$ cat src/rtl/adsr_pkg.sv
// ============================================================================
// Module   : adsr_pkg
// Purpose  : Shared phase codes, level limit and default sync depth for the
//            ADSR envelope controller.
// Revision : 1.0 - initial release
// ============================================================================
`default_nettype none

package adsr_pkg;

  typedef enum logic [2:0] {
    ST_IDLE    = 3'd0,
    ST_ATTACK  = 3'd1,
    ST_DECAY   = 3'd2,
    ST_SUSTAIN = 3'd3,
    ST_RELEASE = 3'd4
  } adsr_state_t;

  localparam int c_sync_stages_default = 2;

  function automatic int unsigned env_max(input int unsigned env_w);
    return (32'd1 << env_w) - 32'd1;
  endfunction

endpackage

`default_nettype wire

$ cat src/rtl/adsr_sequencer_if.sv
// ============================================================================
// Module   : adsr_sequencer_if
// Purpose  : Trigger, tick, parameter and envelope signals between the voice
//            control logic and the ADSR sequencer.
// Revision : 1.0 - initial release
// ============================================================================
`default_nettype none

interface adsr_sequencer_if #(
  parameter int ENV_W = 8
);
  logic             tick_adsr;
  logic             trig;
  logic [ENV_W-1:0] attack_rate;
  logic [ENV_W-1:0] decay_rate;
  logic [ENV_W-1:0] sustain_level;
  logic [ENV_W-1:0] release_rate;
  logic [ENV_W-1:0] env;
  logic [2:0]       state;
  logic             active;
  logic             done;

  modport master (
    output tick_adsr, trig, attack_rate, decay_rate, sustain_level, release_rate,
    input  env, state, active, done
  );

  modport slave (
    input  tick_adsr, trig, attack_rate, decay_rate, sustain_level, release_rate,
    output env, state, active, done
  );
endinterface

`default_nettype wire

$ cat src/rtl/adsr_sequencer_gate_sync.sv
// ============================================================================
// Module   : gate_sync
// Purpose  : Synchronizes the raw trigger pin and produces registered
//            rise/fall pulses of the synchronized gate.
// Revision : 1.0 - initial release
// ============================================================================
`default_nettype none

module gate_sync
  import adsr_pkg::*;
#(
  parameter int SYNC_STAGES = c_sync_stages_default
) (
  input  logic clk,
  input  logic rst,
  input  logic trig,
  output logic gate,
  output logic gate_rise,
  output logic gate_fall
);

  logic [SYNC_STAGES-1:0] r_sync;
  logic                   r_gate_d;
  logic                   r_rise;
  logic                   r_fall;

  // Edge pulses are registered, so the FSM sees an edge one clock after gate moves.
  always_ff @(posedge clk) begin
    if (rst) begin
      r_sync   <= '0;
      r_gate_d <= 1'b0;
      r_rise   <= 1'b0;
      r_fall   <= 1'b0;
    end else begin
      r_sync   <= {r_sync[SYNC_STAGES-2:0], trig};
      r_gate_d <= r_sync[SYNC_STAGES-1];
      r_rise   <= r_sync[SYNC_STAGES-1] & ~r_gate_d;
      r_fall   <= ~r_sync[SYNC_STAGES-1] & r_gate_d;
    end
  end

  assign gate      = r_sync[SYNC_STAGES-1];
  assign gate_rise = r_rise;
  assign gate_fall = r_fall;

endmodule

`default_nettype wire

$ cat src/rtl/adsr_sequencer.sv
// ============================================================================
// Module   : adsr_sequencer
// Purpose  : ADSR envelope FSM and level datapath; phase parameters are
//            latched at phase entry. Define ADSR_RETRIG_EN to let a gate rise
//            during RELEASE restart ATTACK from the current level.
// Revision : 1.0 - initial release
// ============================================================================
`default_nettype none

module adsr_sequencer
  import adsr_pkg::*;
#(
  parameter int ENV_W       = 8,
  parameter int SYNC_STAGES = c_sync_stages_default
) (
  input  logic            clk,
  input  logic            rst,
  adsr_sequencer_if.slave bus
);

  localparam logic [ENV_W-1:0] c_env_max = ENV_W'(env_max(ENV_W));

  adsr_state_t      r_state, w_state_nxt;
  logic [ENV_W-1:0] r_env, w_env_nxt;
  logic [ENV_W-1:0] r_rate_q, w_rate_nxt;
  logic [ENV_W-1:0] r_sus_q, w_sus_nxt;
  logic             r_done, w_done_nxt;
  logic [ENV_W:0]   w_att_sum;
  logic [ENV_W:0]   w_dec_floor;
  logic             w_gate_unused;
  logic             w_gate_rise;
  logic             w_gate_fall;
  logic             w_retrig;

  // Only the edges drive the FSM; the level itself is not needed here.
  gate_sync #(
    .SYNC_STAGES (SYNC_STAGES)
  ) u_gate_sync (
    .clk       (clk),
    .rst       (rst),
    .trig      (bus.trig),
    .gate      (w_gate_unused),
    .gate_rise (w_gate_rise),
    .gate_fall (w_gate_fall)
  );

`ifdef ADSR_RETRIG_EN
  assign w_retrig = w_gate_rise;
`else
  assign w_retrig = 1'b0;
`endif

  always_ff @(posedge clk) begin
    if (rst) begin
      r_state  <= ST_IDLE;
      r_env    <= '0;
      r_rate_q <= '0;
      r_sus_q  <= '0;
      r_done   <= 1'b0;
    end else begin
      r_state  <= w_state_nxt;
      r_env    <= w_env_nxt;
      r_rate_q <= w_rate_nxt;
      r_sus_q  <= w_sus_nxt;
      r_done   <= w_done_nxt;
    end
  end

  always_comb begin
    w_state_nxt = r_state;
    w_env_nxt   = r_env;
    w_rate_nxt  = r_rate_q;
    w_sus_nxt   = r_sus_q;
    w_done_nxt  = 1'b0;
    w_att_sum   = {1'b0, r_env} + {1'b0, r_rate_q};
    w_dec_floor = {1'b0, r_sus_q} + {1'b0, r_rate_q};

    case (r_state)
      ST_IDLE: begin
        w_env_nxt = '0;
        if (w_gate_rise) begin
          w_state_nxt = ST_ATTACK;
          w_rate_nxt  = bus.attack_rate;
        end
      end

      ST_ATTACK: begin
        if (w_gate_fall) begin
          w_state_nxt = ST_RELEASE;
          w_rate_nxt  = bus.release_rate;
        end else if (bus.tick_adsr) begin
          // A zero rate would never reach the top by accumulation, so it jumps.
          if ((r_rate_q == '0) || (w_att_sum >= {1'b0, c_env_max})) begin
            w_env_nxt   = c_env_max;
            w_state_nxt = ST_DECAY;
            w_rate_nxt  = bus.decay_rate;
            w_sus_nxt   = bus.sustain_level;
          end else begin
            w_env_nxt = w_att_sum[ENV_W-1:0];
          end
        end
      end

      ST_DECAY: begin
        if (w_gate_fall) begin
          w_state_nxt = ST_RELEASE;
          w_rate_nxt  = bus.release_rate;
        end else if (bus.tick_adsr) begin
          if ((r_rate_q == '0) || ({1'b0, r_env} <= w_dec_floor)) begin
            w_env_nxt   = r_sus_q;
            w_state_nxt = ST_SUSTAIN;
          end else begin
            w_env_nxt = r_env - r_rate_q;
          end
        end
      end

      ST_SUSTAIN: begin
        w_env_nxt = r_sus_q;
        if (w_gate_fall) begin
          w_state_nxt = ST_RELEASE;
          w_rate_nxt  = bus.release_rate;
        end
      end

      ST_RELEASE: begin
        if (w_retrig) begin
          w_state_nxt = ST_ATTACK;
          w_rate_nxt  = bus.attack_rate;
        end else if (bus.tick_adsr) begin
          if ((r_rate_q == '0) || (r_env <= r_rate_q)) begin
            w_env_nxt   = '0;
            w_state_nxt = ST_IDLE;
            w_done_nxt  = 1'b1;
          end else begin
            w_env_nxt = r_env - r_rate_q;
          end
        end
      end

      default: begin
        w_state_nxt = ST_IDLE;
        w_env_nxt   = '0;
      end
    endcase
  end

  assign bus.env    = r_env;
  assign bus.state  = r_state;
  assign bus.active = (r_state != ST_IDLE);
  assign bus.done   = r_done;

endmodule

`default_nettype wire

$ cat src/flat_wrapper.sv
// flat-port wrapper written by rule: the top's interface ports become plain ports
module adsr_sequencer_flat import adsr_pkg::*;
#(
  parameter int ENV_W       = 8,
  parameter int SYNC_STAGES = c_sync_stages_default
)
  (clk, rst, bus_tick_adsr, bus_trig, bus_attack_rate, bus_decay_rate, bus_sustain_level, bus_release_rate, bus_env, bus_state, bus_active, bus_done);
  adsr_sequencer_if #(.ENV_W(ENV_W)) bus_i ();
  input  logic clk;
  input  logic rst;
  input wire logic [$bits(bus_i.tick_adsr)-1:0] bus_tick_adsr;
  input wire logic [$bits(bus_i.trig)-1:0] bus_trig;
  input wire logic [$bits(bus_i.attack_rate)-1:0] bus_attack_rate;
  input wire logic [$bits(bus_i.decay_rate)-1:0] bus_decay_rate;
  input wire logic [$bits(bus_i.sustain_level)-1:0] bus_sustain_level;
  input wire logic [$bits(bus_i.release_rate)-1:0] bus_release_rate;
  output wire logic [$bits(bus_i.env)-1:0] bus_env;
  output wire logic [$bits(bus_i.state)-1:0] bus_state;
  output wire logic [$bits(bus_i.active)-1:0] bus_active;
  output wire logic [$bits(bus_i.done)-1:0] bus_done;
  assign bus_i.tick_adsr = bus_tick_adsr;
  assign bus_i.trig = bus_trig;
  assign bus_i.attack_rate = bus_attack_rate;
  assign bus_i.decay_rate = bus_decay_rate;
  assign bus_i.sustain_level = bus_sustain_level;
  assign bus_i.release_rate = bus_release_rate;
  assign bus_env = bus_i.env;
  assign bus_state = bus_i.state;
  assign bus_active = bus_i.active;
  assign bus_done = bus_i.done;
  adsr_sequencer #(.ENV_W(ENV_W), .SYNC_STAGES(SYNC_STAGES)) u_core (.clk(clk), .rst(rst), .bus(bus_i));
endmodule
$ cat config.mk
export PLATFORM = sky130hd
export DESIGN_NAME = adsr_sequencer_flat
export DESIGN_NICKNAME = d
export VERILOG_FILES = /design/src/rtl/adsr_pkg.sv /design/src/rtl/adsr_sequencer_if.sv /design/src/rtl/adsr_sequencer_gate_sync.sv /design/src/rtl/adsr_sequencer.sv /design/src/flat_wrapper.sv
export SDC_FILE = /design/constraint.sdc
export NUM_CORES = 1
export LEC_CHECK = 0
export BUFFER_PORTS_ARGS = -buffer_cell sky130_fd_sc_hd__buf_2
export CELL_PAD_IN_SITES_DETAIL_PLACEMENT = 1
export CELL_PAD_IN_SITES_GLOBAL_PLACEMENT = 1
export CORE_MARGIN = 10
export CORE_UTILIZATION = 38
export CTS_CLUSTER_SIZE = 30
export DETAILED_ROUTE_END_ITERATION = 10
export PLACE_DENSITY = 0.78
export SYNTH_ARGS = -nofsm -noshare
export SYNTH_HDL_FRONTEND = slang
export SYNTH_SLANG_ARGS = --single-unit
export TNS_END_PERCENT = 1
$ cat constraint.sdc
create_clock -name clk -period 3.1 [get_ports clk]
set_input_delay 0.62 -clock clk [delete_from_list [all_inputs] [get_ports clk]]
set_output_delay 0.62 -clock clk [all_outputs]
set_load 0.02 [all_outputs]
### Yosys cells after proc, flatten, opt, wreduce, memory -nomap -nowiden

Index checks and enable logic that the tools add are counted.

| storage, ports and cells | value |
|---|---|
| bits in registers | 33 |
| input port bits | 36 |
| output and inout bits | 13 |
| logic and storage cells | 79 |

| operators by class | value |
|---|---|
| add/subtract/negate cells | 3 |
| $lt $le $gt $ge | 3 |
| equal/unequal tests | 17 |
| multiplexer cells | 27 |
| bitwise operators | 7 |
| reduce and logical (&&, ||, !) cells | 13 |

Operator list:

| operator | count |
|---|---|
| two-way mux 8 bit | 13 |
| case mux 8 bit (4 select lines) | 1 |
| two-way mux 3 bit | 10 |
| case mux 8 bit (3 select lines) | 1 |
| adder 8 x 8 -> 9 bit | 2 |
| case mux 3 bit (5 select lines) | 1 |
| inequality test 2 bit (second input constant) | 7 |
| AND reduction 5 bit | 2 |
| >= comparator 9 x 8 -> 1 bit (second input constant) | 1 |
| <= comparator 8 x 9 -> 1 bit | 1 |
| <= comparator 8 bit | 1 |
| logical NOT 8 bit | 1 |
| AND reduction 8 bit | 1 |
| subtractor 8 bit | 1 |
| equality test 3 x 2 -> 1 bit (second input constant) | 2 |
| inequality test 3 x 2 -> 1 bit (second input constant) | 2 |
| inequality test 3 bit (second input constant) | 2 |
| nonzero test 3 bit | 2 |
| NOT 1 bit | 5 |
| inequality test 2 x 1 -> 1 bit (second input constant) | 2 |
| AND reduction 4 bit | 1 |
| equality test 3 x 1 -> 1 bit (second input constant) | 1 |
| equality test 3 bit (second input constant) | 1 |
| logical NOT 3 bit | 1 |
| other kinds (5) | 8 |

### Depth between registers and ports, before layout

Gate-level depths: netlist of the first run.

| depth | value |
|---|---|
| word-level depth | 7 |
| mapped depth | 15 |
| depth with buffers taken out | 15 |

### Cells and area by module

From an unflattened synthesis of the first run, not the netlist that was laid out.

| unflattened totals | value |
|---|---|
| cell total of the unflattened synthesis | 386 |
| area, all modules | 3036.7 um^2 |

Modules (own cells, without submodules):

| module | times used | cells an instance | area each (um^2) | seq. area each (um^2) |
|---|---|---|---|---|
| adsr_sequencer | 1 | 376 | 2902.8 | 560.5 |
| gate_sync | 1 | 10 | 133.9 | 100.1 |

### Worst setup path before layout of the first run

Ideal clock, no wire load.

| timing path | value |
|---|---|
| path type | register -> register |
| start point | reg u_core.r_rate_q[0] |
| end point | reg u_core.r_env[5] (netlist: u_core.bus.env[5]) |
| library setup time | 95 ps |
| data arrival time | 3301 ps |
| data required time | 3005 ps |
| slack | -296 ps |
| cell stages (with the launch flop) | 16 |
| buffers on the path | 0 |
| period minus slack after synthesis | 3396 ps |
| cells stage by stage | dfxtp_1 > ha_1 > fa_1 > a21oi_1 > o21ai_0 > o21a_1 > nor2_1 > xor2_1 > ha_1 > o21a_1 > o21ai_0 > a2111oi_2 > nand3_1 > o32ai_2 > o21ai_0 > a221oi_1 |

| on the way | value |
|---|---|
| longest elaborated chain between the ends | 7 |
| elaborated cells between the ends (all ways) | 19 |
| those cells by class | add/sub: 3; order compare: 3; mux: 9; reduce/logical: 4 |

RTL lines:

| element | line | text |
|---|---|---|
| start, declared | adsr_sequencer.sv:25 | `logic [ENV_W-1:0] r_rate_q, w_rate_nxt;` |
| start signal, assigned | adsr_sequencer.sv:63 | `r_rate_q <= w_rate_nxt;` |
| adder 8 x 8 -> 9 bit, on equally long branches | adsr_sequencer.sv:76, adsr_sequencer.sv:75 |  |
| <= comparator 8 x 9 -> 1 bit or >= comparator 9 x 8 -> 1 bit (tied branches) | adsr_sequencer.sv:109, adsr_sequencer.sv:93 |  |
| logical OR 1 bit, on equally long branches | adsr_sequencer.sv:109, adsr_sequencer.sv:93 |  |
| two-way mux 8 bit, on equally long branches | adsr_sequencer.sv:109, adsr_sequencer.sv:93 |  |
| two-way mux 8 bit, on equally long branches | adsr_sequencer.sv:108, adsr_sequencer.sv:91 |  |
| two-way mux 8 bit, on equally long branches | adsr_sequencer.sv:105, adsr_sequencer.sv:88 |  |
| case mux 8 bit (4 select lines) (*) | adsr_sequencer.sv:78 | `case (r_state)` |
| end signal, assigned | adsr_sequencer.sv:62 | `r_env <= w_env_nxt;` |
| end, declared | adsr_sequencer.sv:24 | `logic [ENV_W-1:0] r_env, w_env_nxt;` |

Every way passes the cells marked *; elsewhere a longest branch is shown, timed or not. The select of a mux whose other input is x is not followed.
A chain may end at the register's enable or synchronous reset.

### Final worst setup path of the first run

| timing path | value |
|---|---|
| start point | reg u_core.r_rate_q[0] |
| end point | reg u_core.r_env[3] (netlist: u_core.bus.env[3]) |

The elaborated chain is that of the path after synthesis.

==> metrics.md, run 1 <==
| Metric | Value |
|---|---|
| Mapped cell area | `2970 um^2` |
| Asr flop ratio synth | `0` |
| Largest net degree at the start of global routing | `37` |
| Initial drt markers | `272` |
| WP data required | `about 3.3 ns` |
| Slew headroom | `0.426` |
| Final period util | `1.14` |
| Vias in the first global route | `~3,400` |
| Sequential-to-total area share from yosys stat | `0.222` |
| Port buffer count | `48` |
| Maxcap violations | `0` |
| Worst EP arrival | `approximately 3.7 ns` |
| Ant diodes | `0` |
| EDFF count, synth | `0` |
| Routed vias | `between 3,000 and 4,000` |
| Pint | `0.00131 W` |
| Combinational power share | `0.562` |
| Flop pwr share | `0.215` |
| CTS buffer count | `5` |
| Violated checks | `setup timing` |
| Longest Clk Path Bufs | `2` |
| Placement Setup Slack | `-0.450 ns` |
| Initial antenna violation count | `0` |
| Global-route wire length before repair | `~18,000 um` |
| Status | `finished, violations left` |
| Commonest non-fill, non-tap cell in the layout | `buf_2` |
| # clock sinks | `33` |
| Critical path type | `reg -> reg` |
| Final WS setup | `-0.439 ns` |
| # rows | `32` |
| Syn nets | `~440` |
| Nets | `approximately 520` |
| Net Switching | `0.000999 W` |
| Mapped Cells | `approximately 370` |
| Clock group share of total power | `0.223` |
| Crit path max fanout | `4` |
| GPL Wtd Cong | `about 0.92` |
| CTS tree | `done` |
| Commonest non-fill, non-tap cells in the layout | `48 x buf_2, 44 x nor2_1, 44 x buf_4` |
| Cell area power density | `between 500 and 600 nW/um^2` |
| Worst-Margin Slew | `roughly 0.85 ns` |
| Final hold violations | `0` |
| Fin area | `3940 um^2` |
| Total GRT Usage | `0.187` |
| HP Class | `reg -> reg` |
| Via density | `a little under 6` |
| Clk_skew | `around 0.010 ns` |
| Layout cells sized above 1 | `0.330` |
| Setup violators final | `9` |
| Fin. max-slew vios | `0` |
| LEAKAGE | `around 1.7 nW` |
| Area growth, synth to finish | `32.5%` |
| Post-layout minimum cycle time | `about 3.5 ns` |
| Detailed-router iteration count before antenna repair | `8` |
| Worst skew pair latency | `0.30 ns` |
| Placed instance area | `3640 um^2` |
| Fillers | `between 900 and 1,000` |
| Yosys warns | `0` |
| # H-tree levels | `2` |
| Worst-path clk slew | `0.08 ns` |
| DPL Wire Length | `between 8000 and 9000 um` |
| Die H | `~110 um` |
| Starting density of the core | `0.387` |
| Io pins | `around 50` |
| Max VDD drop | `228 uV` |
| RSZ-0062 raised after global routing | `yes` |
| Routed Antenna Nets | `0` |
| Die area | `between 10,000 and 15,000 um^2` |
| Worst setup SP type | `flop` |
| Fmax | `between 200 and 300 MHz` |
| Pwr Total | `0.00231 W` |
| Yosys reg bits | `33` |
| Cell variety after synth | `between 50 and 60` |
| Die width | `around 110 um` |
| Routed len/inst | `between 20 and 25 um` |
| Core Box Area | `approximately 7700 um^2` |
| Sw frac | `0.432` |
| Root buf cell | `clkbuf_8` |
| Final wirelength | `approximately 12,000 um` |
| Mean Syn Cell Area | `between 8 and 9 um^2` |
| Prevailing post-synth register cell | `dfxtp_1` |
| DR DRC count | `0` |
| Remaining global-route overflow | `0` |
| Crit end category | `flop` |
[power groups by stage]
stage | clock network, W | logic (W) | registers, W
final | 0.000515 | 0.00130 | 0.000496
after global routing | 0.000536 | 0.00139 | 0.000498
after CTS | 0.000517 | 0.00120 | 0.000494
after detailed placement | 0 | 0.00114 | 0.000503
after global placement | 0 | 0.00111 | 0.000502
after floorplan | 0 | 0.000721 | 0.000495
[area by class of cell]
cell class              count  area, um^2  area share
multi-input cells         295        2300       0.585
repair buffers             96         624       0.158
clock inverters             3        68.8      0.0175
well taps                 102         128      0.0324
flip-flops and latches     33         664       0.169
inverters                  22        82.6      0.0210
clock buffers               5        68.8      0.0175
[flip-flops by register name, summed over array words and instances, names as in the netlist]
signal and cells:
u_core.r_sus_q 8, u_core.bus.env 8, u_core.u_gate_sync.r_gate_d 1, u_core.bus.done 1, u_core.u_gate_sync.gate_fall 1, u_core.r_rate_q 8, u_core.u_gate_sync.gate_rise 1, u_core.bus.state 3
u_core.u_gate_sync.r_sync 2
[layer usage]
layer / part of all wire / vias to the layer above / global-route usage
li1: - / 1522 / -
met1: 0.41 / 1593 / 0.221
met2: 0.49 / 142 / 0.327
met3: 0.062 / 36 / 0.0440
met4: 0.036 / 0 / 0.0537
met5: 0 / - / 0
[stage by stage]
stage	TNS (ns)	cells	hold WS, ns	utilization
finish	-2.96	556	0.415	0.513
global route	-4.76	556	0.436	0.513
CTS	-2.91	556	0.421	0.502
detailed placement	-3.40	545	0.409	0.474
global placement	-2.00	545	0.397	0.474
floorplan	-0.579	367	0.383	-
[critical path: stages, from the launching register on]
cell	delay [ns]
dfxtp_2	0.35
ha_4	0.16
fa_2	0.34
a21oi_2	0.18
o21ai_2	0.09
o21a_1	0.18
nor2_2	0.09
xor2_1	0.09
ha_1	0.33
o21a_1	0.15
o21ai_2	0.08
a2111oi_4	0.41
buf_4	0.19
a41oi_4	0.12
and2_4	0.22
a221oi_2	0.30
o31ai_1	0.14
[kinds of logic after synthesis]
family | share of synthesized area
and+or+nand+nor | 0.211
AOI/OAI and AO/OA | 0.275
buffers and inverters | 0.0518
adders and majority gates | 0.155
DFF | 0.222
xor gates and xnor gates | 0.0412
muxes | 0.0438
[repair_timing]
action	in CTS	in global routing
gates resized for setup	14	15
buffers inserted	3	0
hold buffers	0	0
pin swaps	17	14
setup endpoints to repair	10	23
[path summary, 6_finish.rpt]
kind / start / to / slack, ns / depth (start not counted)
min reg2reg: u_core.u_gate_sync.r_gate_d$_SDFF_PP0_ / u_core.u_gate_sync.gate_rise$_SDFF_PP0_ / 0.41 / 1
max reg2reg: u_core.r_rate_q[0]$_SDFFE_PP0P_ / u_core.bus.env[3]$_SDFFE_PP0P_ / -0.44 / 16
min: u_core.u_gate_sync.r_gate_d$_SDFF_PP0_ / u_core.u_gate_sync.gate_rise$_SDFF_PP0_ / 0.41 / 1
max: u_core.r_rate_q[0]$_SDFFE_PP0P_ / u_core.bus.env[3]$_SDFFE_PP0P_ / -0.44 / 16
[synth_stat cells, types with 2 or more instances]
cell	count	area share
clkbuf_1	11	0.014
o211ai_1	3	0.0076
o32ai_2	2	0.011
nor2b_1	13	0.027
nor4_1	5	0.011
and2_1	2	0.0042
a31oi_1	2	0.0042
a222oi_1	2	0.0067
o21ai_0	23	0.039
nor3_1	7	0.012
a221oi_1	16	0.047
mux2_4	8	0.040
o21a_1	6	0.015
xnor2_1	11	0.032
nand3_1	9	0.015
nand4_1	4	0.0084
and3_1	3	0.0063
nand2_1	18	0.023
fa_1	3	0.020
or4_1	2	0.0050
o31ai_1	2	0.0050
a211oi_1	3	0.0076
dfxtp_1	33	0.22
a22oi_1	9	0.023
nor3b_1	2	0.0050
buf_2	6	0.010
nand2b_1	4	0.0084
a21o_1	3	0.0076
xor2_1	3	0.0088
a21oi_1	26	0.044
nor2_1	46	0.058
or3_1	2	0.0042
ha_1	32	0.13
inv_1	22	0.028
(Power assumes the default switching activity.)
==> run 2, diff against run 1 <==
GPL_TIMING_DRIVEN = 0   (was not set)
SLEW_MARGIN = 15   (was not set)
==> run 2 against run 1 <==
Effect of this change:
- the flow still finishes with violations (setup timing)
- count of clock-buffer cells in the layout grew 1
- first-iteration DRC count is 33% lower
- die area unchanged
- power decreased by 11%
- non-clock buffer count down 21
- critical path type unchanged
- critical endpoint is now u_core.bus.env[7]$_SDFFE_PP0P_
- largest power group unchanged
- highest routed layer unchanged
==> metrics.md, run 2 (synthesis gave the netlist of run 1 again) <==
| Metric | Value |
|---|---|
| Status | `finished, violations left` |
| RSZ-0062 raised after global routing | `yes` |
| Ant diodes | `0` |
| Global-route wire length before repair | `16,600 um` |
| GPL Wtd Cong | `approximately 0.92` |
| Final hold violations | `0` |
| Critical path type | `reg -> reg` |
| Port buffer count | `47` |
| Starting density of the core | `0.387` |
| Area growth, synth to finish | `25.0%` |
| Setup TNS | `-3.35 ns` |
| Worst-path clk slew | `approximately 0.080 ns` |
| Die H | `about 110 um` |
| RR Startpoint | `u_core.r_rate_q[0]$_SDFFE_PP0P_` |
| CP peak stage delay | `roughly 0.42 ns` |
| Final WS setup | `-0.461 ns` |
| Longest Clk Path Bufs | `2` |
| Sequential cell area | `672 um^2` |
| Routed len/inst | `just under 20 um` |
| Commonest non-fill, non-tap cell in the layout | `buf_2` |
| Io pins | `between 40 and 50` |
| Maxcap violations | `0` |
| Routed vias | `about 3,100` |
| Dpl cells | `516` |
| Routed Antenna Nets | `0` |
| WP data required | `3.31 ns` |
| Die width | `108 um` |
| Clk_skew | `between 0.01 and 0.015 ns` |
| DPL Wire Length | `around 8000 um` |
| Nets | `just over 500` |
| Vias in the first global route | `approximately 3,300` |
| Slew headroom | `0.522` |
| Final core occ | `0.483` |
| Pwr Total | `0.00206 W` |
| Worst setup SP type | `flop` |
| Worst hold start | `u_core.u_gate_sync.r_gate_d$_SDFF_PP0_` |
| Crit-path slowest cell | `o32ai_4` |
| Fin. max-slew vios | `0` |
| # rows | `32` |
| Initial antenna violation count | `0` |
| Final wirelength | `about 10,000 um` |
| R2R setup slack | `-0.46 ns` |
| Commonest non-fill, non-tap cells in the layout | `53 x buf_2, 44 x nor2_1, 30 x ha_1` |
| HP Class | `reg -> reg` |
| Fillers | `between 900 and 1,000` |
| Fin area | `3710 um^2` |
| Violated checks | `setup timing` |
| Crit end category | `flop` |
| Critical R2R Capture | `u_core.bus.env[7]$_SDFFE_PP0P_` |
| Setup violators final | `9` |
| Reg2reg path depth | `15` |
| Remaining global-route overflow | `0` |
| Hold depth | `1` |
| DR DRC count | `0` |
| Fmax | `281 MHz` |
| Root buf cell | `clkbuf_8` |
| Worst-Margin Slew | `roughly 0.71 ns` |
| Die area | `~12,000 um^2` |
| CTS tree | `done` |
| Final period util | `1.15` |
| Largest net degree at the start of global routing | `12` |
| Worst EP arrival | `approximately 3.8 ns` |
| CTS buffer count | `5` |
| Detailed-router iteration count before antenna repair | `6` |
| Total GRT Usage | `0.173` |
| Initial drt markers | `roughly 180` |
| Via density | `between 5 and 6` |
| Layout cells sized above 1 | `0.279` |
| Cell area power density | `555 nW/um^2` |
| Max VDD drop | `270 uV` |
| Worst skew pair latency | `about 0.30 ns` |
| Post-layout minimum cycle time | `3.56 ns` |
| # H-tree levels | `2` |
| Core Box Area | `7690 um^2` |
| Hold endpoint | `u_core.u_gate_sync.gate_rise$_SDFF_PP0_` |
| Placed instance area | `around 3400 um^2` |
| LEAKAGE | `1.54 nW` |
| Crit path max fanout | `4` |
| Cells along the critical path | `ha_4, fa_2, a21oi_4, o21ai_2, o21a_1, nor2_1, xor2_1, ha_1, o21a_1, o21ai_2, a2111oi_4, nand3_2, o32ai_4, nand2_2, o211ai_1` |
| Area of the multi-input gates | `between 2000 and 2500 um^2` |
| Cell Count, Final, Fillers Out | `roughly 540` |
| # clock sinks | `33` |
run 2: timing repair:
| item | 4_1_cts | 5_1_grt |
|---|---|---|
| resized for setup | 13 | 19 |
| pin swaps | 10 | 16 |
| buffers inserted | 7 | 4 |
| hold buffers | 0 | 0 |
| setup endpoints to repair | 17 | 25 |
run 2: worst max-delay path by stage:
stage	end	from
global placement	u_core.bus.env[7]$_SDFFE_PP0P_	u_core.r_rate_q[1]$_SDFFE_PP0P_
finish	u_core.bus.env[7]$_SDFFE_PP0P_	u_core.r_rate_q[0]$_SDFFE_PP0P_
CTS	u_core.bus.env[3]$_SDFFE_PP0P_	u_core.r_rate_q[0]$_SDFFE_PP0P_
global route	u_core.bus.env[7]$_SDFFE_PP0P_	u_core.r_rate_q[0]$_SDFFE_PP0P_
detailed placement	u_core.bus.env[7]$_SDFFE_PP0P_	u_core.r_rate_q[1]$_SDFFE_PP0P_
floorplan	u_core.bus.env[5]$_SDFFE_PP0P_	u_core.r_rate_q[0]$_SDFFE_PP0P_
run 2: layer usage:
| layer | track usage | wire length [um] | vias up |
|---|---|---|---|
| li1 | - | - | 1477 |
| met1 | 0.205 | 4620 | 1540 |
| met2 | 0.303 | 5060 | 101 |
| met3 | 0.0399 | 490 | 25 |
| met4 | 0.0508 | 264 | 0 |
| met5 | 0 | 0 | - |
run 2: final cells by class:
class                           instances  area share
Clock inverter                          2      0.0101
Buffer                                 17      0.0192
Multi-Input combinational cell        295       0.625
Timing Repair Buffer                   58      0.0856
Tap cell                              102      0.0344
Clock buffer                            6      0.0222
Sequential cell                        33       0.181
Inverter                               22      0.0222
run 2: power by group:
| part | internal [W] | switching [W] | leakage [nW] |
|---|---|---|---|
| Sequential | 0.000457 | 0.0000509 | 0.270 |
| Clock | 0.000261 | 0.000181 | 0.0574 |
| Combinational | 0.000436 | 0.000676 | 1.22 |
run 2: metrics by stage:
stage	setup WS [ns]	hold WS (ns)
2_1_floorplan	-0.118	0.383
3_3_place_gp	-0.839	0.389
3_5_place_dp	-0.955	0.407
4_1_cts	-0.433	0.427
5_1_grt	-0.606	0.462
6_report	-0.461	0.428
run 2: worst max-delay path, delay by kind of cell (launching register included):
kind / cells / cell delay, ns
compound gates: 8 / 1.72
fa+ha+maj: 3 / 0.87
simple gates: 3 / 0.41
xor+xnor: 1 / 0.08
flops: 1 / 0.37
==> run 3, diff against run 2 <==
CORE_UTILIZATION = 46   (was 38)
PLACE_DENSITY = 0.88   (was 0.78)
SLEW_MARGIN = not set   (was 15)
clock period = 4.25 ns   (was 3.1 ns; I/O delays follow)
==> run 3 against run 2 <==
Effect of this change:
- the flow now finishes without violations
- first-iteration DRC count rose by 5.5%
- clock skew rose by 0.0014 ns
- cell area fell by 8.2%
- hold slack got worse by 0.012 ns
- sequential cell count did not move
- non-clock buffer count fell by 10
- count of clock-buffer cells in the layout fell by 1
- final cell count fell by 6.5%
- critical path type unchanged
==> metrics.md, run 3 (synthesis gave the netlist of run 1 again) <==
| Metric | Value |
|---|---|
| Post-cts hold buffer count | `0` |
| Final period util | `0.944` |
| Cells along the critical path | `ha_1, fa_1, a21oi_1, o21ai_1, o21a_1, nor2_1, xor2_1, ha_1, o21a_1, o21ai_0, a2111oi_2, nand3_1, o32ai_4, buf_4, nand2_2, o31ai_1` |
| CP peak stage delay | `roughly 0.42 ns` |
| Fin area | `~3400 um^2` |
| Final wirelength | `10,100 um` |
| Remaining global-route overflow | `0` |
| Fillers | `between 800 and 900` |
| Initial drt markers | `about 190` |
| Worst setup SP type | `flop` |
| WP data required | `4.46 ns` |
| Crit path max fanout | `5` |
| Die width | `around 100 um` |
| Crit-path slowest cell | `a2111oi_2` |
| Post-layout minimum cycle time | `4.01 ns` |
| DPL Wire Length | `~8000 um` |
| Via density | `between 6 and 7` |
| Area of the multi-input gates | `approximately 2200 um^2` |
| R2R setup slack | `between 0.2 and 0.25 ns` |
| Initial antenna violation count | `0` |
| Core Box Area | `roughly 6300 um^2` |
| Setup violators final | `0` |
| Maxcap violations | `0` |
| Die area | `roughly 10,000 um^2` |
| Layout cells sized above 1 | `0.199` |
| Worst skew pair latency | `0.30 ns` |
| Max VDD drop | `~220 uV` |
| Slew headroom | `0.434` |
| Critical path buffers and inverters | `1` |
| Cell Count, Final, Fillers Out | `500` |
| Longest Clk Path Bufs | `2` |
| RR Startpoint | `u_core.r_rate_q[0]$_SDFFE_PP0P_` |
| Final hold violations | `0` |
| Critical path type | `reg -> reg` |
| Worst EP arrival | `roughly 4.2 ns` |
| Worst-path clk slew | `around 0.08 ns` |
| Fmax | `249 MHz` |
| Dpl cells | `491` |
| Port buffer count | `47` |
| Clk_skew | `0.0138 ns` |
| HP Class | `reg -> reg` |
| Nets | `slightly below 500` |
| # H-tree levels | `2` |
| Detailed-router iteration count before antenna repair | `5` |
| Status | `finished, final reports clean` |
| Routed vias | `~3,100` |
| GPL Wtd Cong | `~0.9` |
| Largest net degree at the start of global routing | `12` |
| Pwr Total | `0.00134 W` |
| GRT busiest layer | `met2` |
| Worst-Margin Slew | `0.836 ns` |
| Met3 Use GR | `0.0309` |
| Total GRT Usage | `0.201` |
| Routed len/inst | `20.3 um` |
| Die H | `100 um` |
| Io pins | `49` |
| CTS tree | `done` |
| Met2 GRT Util | `0.363` |
| Area growth, synth to finish | `14.8%` |
| CTS buffer count | `5` |
| Crit end category | `flop` |
| Worst hold start | `u_core.u_gate_sync.r_sync[1]$_SDFF_PP0_` |
| Starting density of the core | `0.471` |
| Global-route wire length before repair | `about 17,000 um` |
| Cell area power density | `394 nW/um^2` |
| Sequential cell area | `around 660 um^2` |
| Ant diodes | `0` |
| Placed instance area | `roughly 3300 um^2` |
| Setup TNS | `0 ns` |
| Fin. max-slew vios | `0` |
| Vias in the first global route | `about 3,300` |
| # rows | `29` |
| Placement Setup Slack | `~0.084 ns` |
| DR DRC count | `0` |
| Routed Antenna Nets | `0` |
| # clock sinks | `33` |
| Commonest non-fill, non-tap cells in the layout | `53 x buf_2, 46 x nor2_1, 33 x dfxtp_1` |
| Commonest non-fill, non-tap cell in the layout | `buf_2` |
| Top delay family on crit path | `compound AO/OA/AOI/OAI gates` |
| Setup crit start | `u_core.r_rate_q[0]$_SDFFE_PP0P_` |
| Final WS setup | `between 0.2 and 0.25 ns` |
| Met1 Usage GRT | `0.245` |
| Root buf cell | `clkbuf_8` |
| LEAKAGE | `1.46 nW` |
[run 3: cell types whose count changed in the layout (fill, tap and decap cells not counted), sizes merged]
cell	before	now
buf	64	54
clkinv	0	2
bufinv	1	0
clkbuf	17	16
[run 3: layout make-up]
cell class              instances  area share
flip-flops and latches         33       0.194
plain buffers                  17      0.0209
well taps                      77      0.0282
repair buffers                 48      0.0711
clock buffers                   5      0.0202
multi-input cells             295       0.637
inverters                      22      0.0242
clock inverters                 3     0.00513
[run 3: through the flow]
stage / hold slack [ns] / util
finish: 0.416 / 0.540
global route: 0.425 / 0.540
CTS: 0.414 / 0.537
detailed placement: 0.402 / 0.523
global placement: 0.394 / 0.523
floorplan: 0.383 / -
[run 3: power breakdown]
part           internal (W)  total, W  switching [W]
Sequential         0.000332  0.000370      0.0000384
Combinational      0.000279  0.000730       0.000451
Clock              0.000113  0.000243       0.000130
[run 3: worst reg2reg max path, cell delays in order (launching register included)]
cell and delay [ns]:
dfxtp_1 0.40, ha_1 0.26, fa_1 0.41, a21oi_1 0.22, o21ai_1 0.14, o21a_1 0.18
nor2_1 0.11, xor2_1 0.09, ha_1 0.32, o21a_1 0.13, o21ai_0 0.12, a2111oi_2 0.42
nand3_1 0.23, o32ai_4 0.37, buf_4 0.19, nand2_2 0.09, o31ai_1 0.27
[run 3: layer usage]
| layer | share of wire | vias up |
|---|---|---|
| li1 | - | 1459 |
| met5 | 0 | - |
| met2 | 0.51 | 88 |
| met3 | 0.051 | 11 |
| met4 | 0.013 | 0 |
| met1 | 0.42 | 1538 |
[run 3: path summary, 6_finish.rpt]
path                                                  end  cells after the start
setup / recovery           u_core.bus.env[3]$_SDFFE_PP0P_                     16
hold / removal    u_core.u_gate_sync.gate_fall$_SDFF_PP0_                      1
hold reg to reg   u_core.u_gate_sync.gate_fall$_SDFF_PP0_                      1
setup reg to reg           u_core.bus.env[3]$_SDFFE_PP0P_                     16
[run 3: repair_timing]
action                                  4_1_cts  5_1_grt
setup buffers                                 0        1
resized for setup                             0        4
endpoints found under the setup margin        0        8
